[src/rtl/time_base_gen_if.sv]
// Control and status bundle of the time-base generator: run/clear/load
// controls in, tick strobes, square waves and time-of-day out.
interface time_base_gen_if;
    logic       en;
    logic       sclr;
    logic       ld;
    logic [4:0] ld_hour;
    logic [5:0] ld_min;
    logic [5:0] ld_sec;
    logic       tick_us;
    logic       tick_ms;
    logic       tick_s;
    logic       tick_m;
    logic       tick_h;
    logic       tick_d;
    logic       sq_ms;
    logic       sq_s;
    logic [4:0] hour;
    logic [5:0] min;
    logic [5:0] sec;

    modport master (
        output en, sclr, ld, ld_hour, ld_min, ld_sec,
        input  tick_us, tick_ms, tick_s, tick_m, tick_h, tick_d,
        input  sq_ms, sq_s, hour, min, sec
    );

    modport slave (
        input  en, sclr, ld, ld_hour, ld_min, ld_sec,
        output tick_us, tick_ms, tick_s, tick_m, tick_h, tick_d,
        output sq_ms, sq_s, hour, min, sec
    );
endinterface

[src/rtl/time_base_gen.sv]
// Cascaded time-base generator: clk -> us -> ms -> s -> min -> h -> day
// single-cycle tick strobes, ms/s square waves and a loadable time of day.
module time_base_gen #(
    parameter int unsigned CLK_PER_US = 50,
    parameter int unsigned US_PER_MS  = 1000,
    parameter int unsigned MS_PER_S   = 1000
) (
    input  logic           clk,
    input  logic           x_clr,
    time_base_gen_if.slave bus
);
    localparam int unsigned CW = $clog2(CLK_PER_US);
    localparam int unsigned UW = $clog2(US_PER_MS);
    localparam int unsigned MW = $clog2(MS_PER_S);

    localparam logic [CW-1:0] CLK_LAST = CW'(CLK_PER_US - 1);
    localparam logic [UW-1:0] US_LAST  = UW'(US_PER_MS - 1);
    localparam logic [MW-1:0] MS_LAST  = MW'(MS_PER_S - 1);
    localparam logic [UW-1:0] US_HALF  = UW'(US_PER_MS / 2);
    localparam logic [MW-1:0] MS_HALF  = MW'(MS_PER_S / 2);

    logic [CW-1:0] c_clk, c_clk_nx;
    logic [UW-1:0] c_us,  c_us_nx;
    logic [MW-1:0] c_ms,  c_ms_nx;
    logic [5:0]    sec_nx, min_nx;
    logic [4:0]    hour_nx;
    logic          c0, c1, c2, c3, c4, c5;
    logic [5:0]    tick_nx;
    logic          sq_ms_nx, sq_s_nx;

    always_comb begin
        c0 = (c_clk == CLK_LAST);
        c1 = c0 && (c_us == US_LAST);
        c2 = c1 && (c_ms == MS_LAST);
        c3 = c2 && (bus.sec == 6'd59);
        c4 = c3 && (bus.min == 6'd59);
        c5 = c4 && (bus.hour == 5'd23);
    end

    always_comb begin
        c_clk_nx = c_clk;
        c_us_nx  = c_us;
        c_ms_nx  = c_ms;
        sec_nx   = bus.sec;
        min_nx   = bus.min;
        hour_nx  = bus.hour;
        tick_nx  = '0;
        if (bus.sclr) begin
            c_clk_nx = '0;
            c_us_nx  = '0;
            c_ms_nx  = '0;
            sec_nx   = '0;
            min_nx   = '0;
            hour_nx  = '0;
        end else if (bus.ld) begin
            c_clk_nx = '0;
            c_us_nx  = '0;
            c_ms_nx  = '0;
            sec_nx   = (bus.ld_sec  < 6'd60) ? bus.ld_sec  : '0;
            min_nx   = (bus.ld_min  < 6'd60) ? bus.ld_min  : '0;
            hour_nx  = (bus.ld_hour < 5'd24) ? bus.ld_hour : '0;
        end else if (bus.en) begin
            c_clk_nx = c0 ? '0 : c_clk + 1'b1;
            if (c0) c_us_nx  = c1 ? '0 : c_us + 1'b1;
            if (c1) c_ms_nx  = c2 ? '0 : c_ms + 1'b1;
            if (c2) sec_nx   = c3 ? '0 : bus.sec + 1'b1;
            if (c3) min_nx   = c4 ? '0 : bus.min + 1'b1;
            if (c4) hour_nx  = c5 ? '0 : bus.hour + 1'b1;
            tick_nx = {c5, c4, c3, c2, c1, c0};
        end
        // Clear/load zero the sub-second counts and hold keeps them, so
        // deriving the squares from the next counts covers every case.
        sq_ms_nx = (c_us_nx >= US_HALF);
        sq_s_nx  = (c_ms_nx >= MS_HALF);
    end

    always_ff @(posedge clk or negedge x_clr) begin
        if (!x_clr) begin
            c_clk       <= '0;
            c_us        <= '0;
            c_ms        <= '0;
            bus.sec     <= '0;
            bus.min     <= '0;
            bus.hour    <= '0;
            bus.tick_us <= 1'b0;
            bus.tick_ms <= 1'b0;
            bus.tick_s  <= 1'b0;
            bus.tick_m  <= 1'b0;
            bus.tick_h  <= 1'b0;
            bus.tick_d  <= 1'b0;
            bus.sq_ms   <= 1'b0;
            bus.sq_s    <= 1'b0;
        end else begin
            c_clk       <= c_clk_nx;
            c_us        <= c_us_nx;
            c_ms        <= c_ms_nx;
            bus.sec     <= sec_nx;
            bus.min     <= min_nx;
            bus.hour    <= hour_nx;
            bus.tick_us <= tick_nx[0];
            bus.tick_ms <= tick_nx[1];
            bus.tick_s  <= tick_nx[2];
            bus.tick_m  <= tick_nx[3];
            bus.tick_h  <= tick_nx[4];
            bus.tick_d  <= tick_nx[5];
            bus.sq_ms   <= sq_ms_nx;
            bus.sq_s    <= sq_s_nx;
        end
    end
endmodule
[src/flat_wrapper.sv]
// flat-port wrapper written by rule: the top's interface ports become plain ports
module time_base_gen_flat 
#(
    parameter int unsigned CLK_PER_US = 50,
    parameter int unsigned US_PER_MS  = 1000,
    parameter int unsigned MS_PER_S   = 1000
)
  (clk, x_clr, bus_en, bus_sclr, bus_ld, bus_ld_hour, bus_ld_min, bus_ld_sec, bus_tick_us, bus_tick_ms, bus_tick_s, bus_tick_m, bus_tick_h, bus_tick_d, bus_sq_ms, bus_sq_s, bus_hour, bus_min, bus_sec);
  time_base_gen_if bus_i ();
  input  logic clk;
  input  logic x_clr;
  input wire logic [$bits(bus_i.en)-1:0] bus_en;
  input wire logic [$bits(bus_i.sclr)-1:0] bus_sclr;
  input wire logic [$bits(bus_i.ld)-1:0] bus_ld;
  input wire logic [$bits(bus_i.ld_hour)-1:0] bus_ld_hour;
  input wire logic [$bits(bus_i.ld_min)-1:0] bus_ld_min;
  input wire logic [$bits(bus_i.ld_sec)-1:0] bus_ld_sec;
  output wire logic [$bits(bus_i.tick_us)-1:0] bus_tick_us;
  output wire logic [$bits(bus_i.tick_ms)-1:0] bus_tick_ms;
  output wire logic [$bits(bus_i.tick_s)-1:0] bus_tick_s;
  output wire logic [$bits(bus_i.tick_m)-1:0] bus_tick_m;
  output wire logic [$bits(bus_i.tick_h)-1:0] bus_tick_h;
  output wire logic [$bits(bus_i.tick_d)-1:0] bus_tick_d;
  output wire logic [$bits(bus_i.sq_ms)-1:0] bus_sq_ms;
  output wire logic [$bits(bus_i.sq_s)-1:0] bus_sq_s;
  output wire logic [$bits(bus_i.hour)-1:0] bus_hour;
  output wire logic [$bits(bus_i.min)-1:0] bus_min;
  output wire logic [$bits(bus_i.sec)-1:0] bus_sec;
  assign bus_i.en = bus_en;
  assign bus_i.sclr = bus_sclr;
  assign bus_i.ld = bus_ld;
  assign bus_i.ld_hour = bus_ld_hour;
  assign bus_i.ld_min = bus_ld_min;
  assign bus_i.ld_sec = bus_ld_sec;
  assign bus_tick_us = bus_i.tick_us;
  assign bus_tick_ms = bus_i.tick_ms;
  assign bus_tick_s = bus_i.tick_s;
  assign bus_tick_m = bus_i.tick_m;
  assign bus_tick_h = bus_i.tick_h;
  assign bus_tick_d = bus_i.tick_d;
  assign bus_sq_ms = bus_i.sq_ms;
  assign bus_sq_s = bus_i.sq_s;
  assign bus_hour = bus_i.hour;
  assign bus_min = bus_i.min;
  assign bus_sec = bus_i.sec;
  time_base_gen #(.CLK_PER_US(CLK_PER_US), .US_PER_MS(US_PER_MS), .MS_PER_S(MS_PER_S)) u_core (.clk(clk), .x_clr(x_clr), .bus(bus_i));
endmodule
[config.mk]
export PLATFORM = sky130hd
export DESIGN_NAME = time_base_gen_flat
export DESIGN_NICKNAME = d
export VERILOG_FILES = /design/src/rtl/time_base_gen_if.sv /design/src/rtl/time_base_gen.sv /design/src/flat_wrapper.sv
export SDC_FILE = /design/constraint.sdc
export NUM_CORES = 1
export LEC_CHECK = 0
export CAP_MARGIN = 20
export CORE_UTILIZATION = 50
export CTS_BUF_LIST = sky130_fd_sc_hd__clkbuf_8
export DETAILED_ROUTE_END_ITERATION = 16
export HOLD_SLACK_MARGIN = 0.06
export PLACE_DENSITY = 0.76
export SKIP_CTS_REPAIR_TIMING = 1
export SYNTH_ARGS = -nofsm -noshare
export SYNTH_HDL_FRONTEND = slang
export SYNTH_SLANG_ARGS = --single-unit
[constraint.sdc]
create_clock -name clk -period 2.4 [get_ports clk]
set_input_delay 0.36 -clock clk [delete_from_list [all_inputs] [get_ports clk]]
set_output_delay 0.36 -clock clk [all_outputs]
set_load 0.005 [all_outputs]
==> results_dict.tcl <==
set metrics [dict create \
    io-pin-count 47 \
    num_vias 2959 \
    grt_max_degree 28 \
    io_buffers 46 \
    antenna_found_initial 0 \
    min_period_ns 2.500 \
    wl_um 7940 \
    drive_gt1_share_pct 19.76 \
    place.gp.congestion 0.9474 \
    netlist_top_cells_area "dfrtp_1 43%, a21oi_1 4.9%, nor2_1 4.4%" \
    max_stage_delay_ns 0.53 \
    slew_headroom_pct 59.79 \
    layout.nets 453 \
    clock-sinks 51 \
    ir_drop_mv 0.2785 \
    crit_path_top_delay_cell "or4_4" \
    die_h_um 79.34 \
    cp-end-kind "register" \
    drc_errors 0 \
    fp.dieArea_um2 6294 \
    final_util_pct 72.50 \
    ys_seq_elements 51 \
    htreeDepth 2 \
    grt_usage_pct 26.48 \
    setup_ws_ns -0.09974 \
    finalCritPeriodShare_pct 104.2 \
    grt_pass1_vias 2829 \
    p_per_area_nw_per_um2 444.0 \
    core_um2 5642 \
    power.share.combinational_pct 11.8 \
    cap_violations 0 \
    yosysTopAreaCell "dfrtp_1" \
    synthDistinctLibCells 59 \
    seqPwrFrac_pct 49.3 \
    initial_core_util_pct 53.01 \
    clkPwrFrac_pct 38.9 \
    via_per_inst 5.954 \
    grt-ovfl-total 0 \
    avgRoutedWirePerCell_um 15.98 \
    synthFlopType "dfrtp_1" \
    ys_seq_area_share_pct 42.68 \
    arrival_ns 2.69 \
    rsz0062_at_grt "yes" \
    leakage_uw 0.001801 \
    async_reset_ff_share_pct 100.0 \
    power_uw 1816 \
    num_rows 27 \
    synth-edff-count 0 \
    drtPass1Iterations 4 \
    cts_tree "yes" \
    die_x_um 79.34 \
    syn_avg_cell_area_um2 8.953 \
    postSynthCellCount 334 \
    path_class "reg -> reg" \
    clock_path_buffers 2 \
    cp.required_ns 2.59 \
    diodes 0 \
    syn2layout_area_growth_pct 36.78 \
    crit_fanout 7 \
    status "finished, violations left" \
    critPathLaunchType "register" \
    failed_checks "negative setup slack" \
    synth_fp_nets 363 \
    yosys_warnings 0 \
    switching_power_uw 416.0 \
    tns_ns -0.5586 \
    switching_share_pct 22.91 \
    path_clk_slew_ns 0.10 \
    worstSkewPairLatency_ns 0.31 \
    dr.first_iter.drc_count 187 \
    cts_root_buf "clkbuf_8" \
    maxSlewViolCount 0 \
    ant_nets 0 \
    whs_ns 0.05224 \
    r2r_slack_ns -0.1 \
    finClkSkew_ns 0.01138 \
    synth_top_area_share_pct 42.68 \
    cts_made_buffers 5 \
    dp_hpwl_um 5709 \
    hp-class "in -> async" \
    setup_viol 15 \
    crit_chain "ha_2 -> or3b_4 -> or4_4 -> nor4b_4 -> buf_4 -> a21oi_4 -> a221o_1" \
    clock.fmax_mhz 400.0 \
    finalHoldViolations 0 \
    tightest_slew_ns 0.6031 \
    syn_area_um2 2990 \
    p_int_uw 1400 \
    grt_pass1_wl_um 13150 \
]
[worst paths after layout]
path / from / endpoint / cells past startpoint
setup / recovery: u_core.c_us[1] / u_core.bus.hour[3] / 7
max in group asynchronous: x_clr / u_core.c_us[3] / 2
setup reg to reg: u_core.c_us[1] / u_core.bus.hour[3] / 7
hold reg to reg: u_core.bus.sec[5] / u_core.bus.sec[5] / 1
min in group clk: u_core.bus.sec[5] / u_core.bus.sec[5] / 1
hold / removal: x_clr / u_core.bus.tick_ms / 1
[cells in the final DEF, fill, tap and decap left out, types with 8 or more instances in the layout]
master and n:
dfrtp_1 51, clkdlybuf4s50_1 45, buf_4 42, nor2_1 35, nand2_1 29, a21oi_1 27, nand3_1 17, inv_1 14
o21ai_0 9, nor3_1 8, and3_1 8, o21ai_1 8
[metal layers]
metal | track usage, % | vias to the layer above | part of all wire, %
met5 | 0 | - | 0
met4 | 8.545 | 0 | 1.2
met3 | 4.713 | 14 | 5.8
met2 | 44.74 | 123 | 49
met1 | 34.27 | 1410 | 44
li1 | - | 1412 | -
[state kept, by name (all words and copies together) (netlist names)]
register            flops
u_core.c_clk            6
u_core.bus.tick_ms      1
u_core.c_ms            10
u_core.bus.hour         5
u_core.bus.tick_s       1
u_core.bus.tick_us      1
u_core.bus.tick_d       1
u_core.bus.tick_h       1
u_core.bus.tick_m       1
u_core.bus.sq_s         1
u_core.c_us            10
u_core.bus.min          6
u_core.bus.sq_ms        1
u_core.bus.sec          6
[layout make-up]
type	instances	area, um2
clock buffers	5	68.82
clock inverters	3	63.81
fillers	392	1551
inverters	13	48.80
multi-input cells	260	1707
flip-flops and latches	51	1276
well taps	72	90.09
repair buffers	93	835.8
[stage by stage]
step | instances | setup WS [ns] | area (um2)
final | 497 | -0.09974 | 4090
after global routing | 497 | -0.2239 | 4090
after CTS | 491 | -0.1390 | 3940
after detailed placement | 483 | -0.1023 | 3807
after global placement | 483 | 0.01472 | 3807
after floorplan | 334 | -0.04008 | 3000
[cell usage after synthesis, types with 5 or more instances]
library cell / count
a21oi_1: 29
ha_1: 7
nor3b_1: 6
and3_1: 8
o31ai_1: 5
xnor2_1: 6
o21ai_0: 15
nand4_1: 7
nand3_1: 19
nor3_1: 8
a21o_1: 7
o2bb2ai_1: 6
nand2_1: 32
clkbuf_1: 5
nor4_1: 5
inv_1: 13
dfrtp_1: 51
nor2_1: 35
a31oi_1: 7
[logic make-up (layout without fill, tap and decap cells)]
| family | count (synthesis) | count (layout) | share of synthesized area (%) |
|---|---|---|---|
| buffers and inverters | 23 | 114 | 3.473 |
| muxes | 2 | 2 | 0.6695 |
| DFF | 51 | 51 | 42.68 |
| and+or+nand+nor | 149 | 149 | 27.45 |
| adders and majority gates | 7 | 7 | 2.929 |
| AOI/OAI and AO/OA | 92 | 92 | 19.88 |
| xor gates and xnor gates | 10 | 10 | 2.929 |
[power groups by stage]
stage	sequential, uW	clock (uW)	combinational (uW)
floorplan	911	0	74.1
global placement	911	0	202
detailed placement	912	0	205
CTS	895	713	205
global route	899	753	236
finish	896	706	214
[worst max-delay path: cells and delay by family, from the launching register on]
| family | cells | cell delay (ns) |
|---|---|---|
| buffers and inverters | 1 | 0.18 |
| adders and majority gates | 1 | 0.20 |
| and+or+nand+nor | 3 | 1.27 |
| DFF | 1 | 0.37 |
| AOI/OAI and AO/OA | 2 | 0.37 |
No activity file was read; power rests on OpenSTA's default activity.
==> edit 1, RTL diff (same flow settings) <==
`US_PER_MS` is set to 1000 in 2 places; all go to 250.
--- a/src/rtl/time_base_gen.sv
+++ b/src/rtl/time_base_gen.sv
@@ -4,3 +4,3 @@
     parameter int unsigned CLK_PER_US = 50,
-    parameter int unsigned US_PER_MS  = 1000,
+    parameter int unsigned US_PER_MS  = 250,
     parameter int unsigned MS_PER_S   = 1000
--- a/src/flat_wrapper.sv
+++ b/src/flat_wrapper.sv
@@ -4,3 +4,3 @@
     parameter int unsigned CLK_PER_US = 50,
-    parameter int unsigned US_PER_MS  = 1000,
+    parameter int unsigned US_PER_MS  = 250,
     parameter int unsigned MS_PER_S   = 1000
Check against the original RTL: same outputs for any inputs over 10 cycles, from zero or initial values; that may be too few to reach the edited logic, so the function may still have changed.
==> edit 1 against the unedited design <==
- clock power decreased by 31%
- area after synthesis decreased by 2.1%
- sequential cell count decreased by 2
- setup slack improved by 220 ps
- power decreased by 15%
- routed wire length decreased by 11%
- count of clock-buffer cells in the layout increased by 1
- first-iteration DRC count decreased by 63%
- cell area decreased by 10%
- die area decreased by 2.1%
- via count decreased by 7.1%
- non-clock buffer count decreased by 29
- critical path depth unchanged
- maximum frequency increased by 9.7%
- critical path type unchanged
==> edit 1: results (changes against the unedited design) <==
Clock Pin Slew Worst Setup and Hold Paths 90 ps; hold slack 38.9 ps (was 52.2 ps); post-synthesis mux area share 0% (was 0.669%); ys flop type dfrtp_1 (unchanged); DR vias 2750 (was 2959); Setup WS pre-CTS 130 ps (was -102 ps); detailed-route wire length per cell 15.3 microns (was 16.0 microns); Placer Congestion 0.918 (was 0.947); Rel. slew slack 63.1% (was 59.8%); Tcrit/Tclk final 95.0% (was 104%); share of layout cells above drive strength 1 10.5% (was 19.8%); Leak 1.47 nW (was 1.80 nW); hpwl dp 5.40 mm (was 5.71 mm); crit path max fanout 7 (unchanged); Crit path arrival time 2470 ps (was 2690 ps); outcome complete, no violations (was finished, violations left); asr flop ratio synth 100% (unchanged); Starting DRT DRC Count 70 (was 187); GRT Overall Usage 24.6% (was 26.5%); Compound-Gate Fraction of Synth Area 21.9% (was 19.9%); Setup TNS 0 ps (was -559 ps); largest net degree at the start of global routing 27 (was 28); adder-cell area share of the yosys netlist 3.42% (was 2.93%); top area cells in the synthesized netlist dfrtp_1 (42%), nand2_1 (5.8%), a21oi_1 (4.3%), ha_1 (3.4%), nor2_1 (3.2%) (was dfrtp_1 (43%), a21oi_1 (4.9%), nor2_1 (4.4%), nand2_1 (4.0%), nand3_1 (3.2%)); r2r setup slk 120 ps (was -100 ps); Pre-antenna DRT Iters 5 (was 4); synth cell count leaders dfrtp_1 (49), nand2_1 (45), a21oi_1 (25), nor2_1 (25), o21ai_1 (17) (was dfrtp_1 (51), nor2_1 (35), nand2_1 (32)); XOR/XNOR Fraction of Synth Area 4.49% (was 2.93%); Yosys cell types 66 (was 59); first-pass GRT wire length 12.1 mm (was 13.2 mm); sequential share of the synthesized area 41.9% (was 42.7%); CP Capture Point u_core.bus.hour[0] (was u_core.bus.hour[3]); Post-Synthesis Cells 327 (was 334); Post-Route Skew 4.26 ps (was 11.4 ps); Final #Nets 420 (was 453); vias in the first global route 2545 (was 2829)
edit 1: metal layers:
metal / GRT usage [%] / wire length, microns / part of all wire, % / vias up
li1: - / - / - / 1325
met1: 31.8 / 3110 / 44 / 1316
met2: 42.1 / 3470 / 49 / 97
met3: 4.30 / 390 / 5.5 / 12
met4: 6.85 / 94 / 1.3 / 0
met5: 0 / 0 / 0 / -
edit 1: layout make-up:
type	count	area [sq um]
Timing Repair Buffer	64	603
Fill cell	483	1910
Sequential cell	49	1230
Multi-Input combinational cell	255	1610
Clock inverter	1	3.75
Clock buffer	6	82.6
Inverter	15	56.3
Tap cell	72	90.1
edit 1: worst max-delay path, cell delays in order (launching register included):
cell and delay [ps]:
dfrtp_1 400, ha_2 260, nand4_2 160, or4_4 630, and4bb_1 360, nand2_1 110, a21oi_1 180, o21ai_1 70
edit 1: power by group:
part | internal [mW] | switching [mW] | total (mW)
Sequential | 0.841 | 0.0215 | 0.862
Clock | 0.225 | 0.262 | 0.487
Combinational | 0.0996 | 0.0933 | 0.193
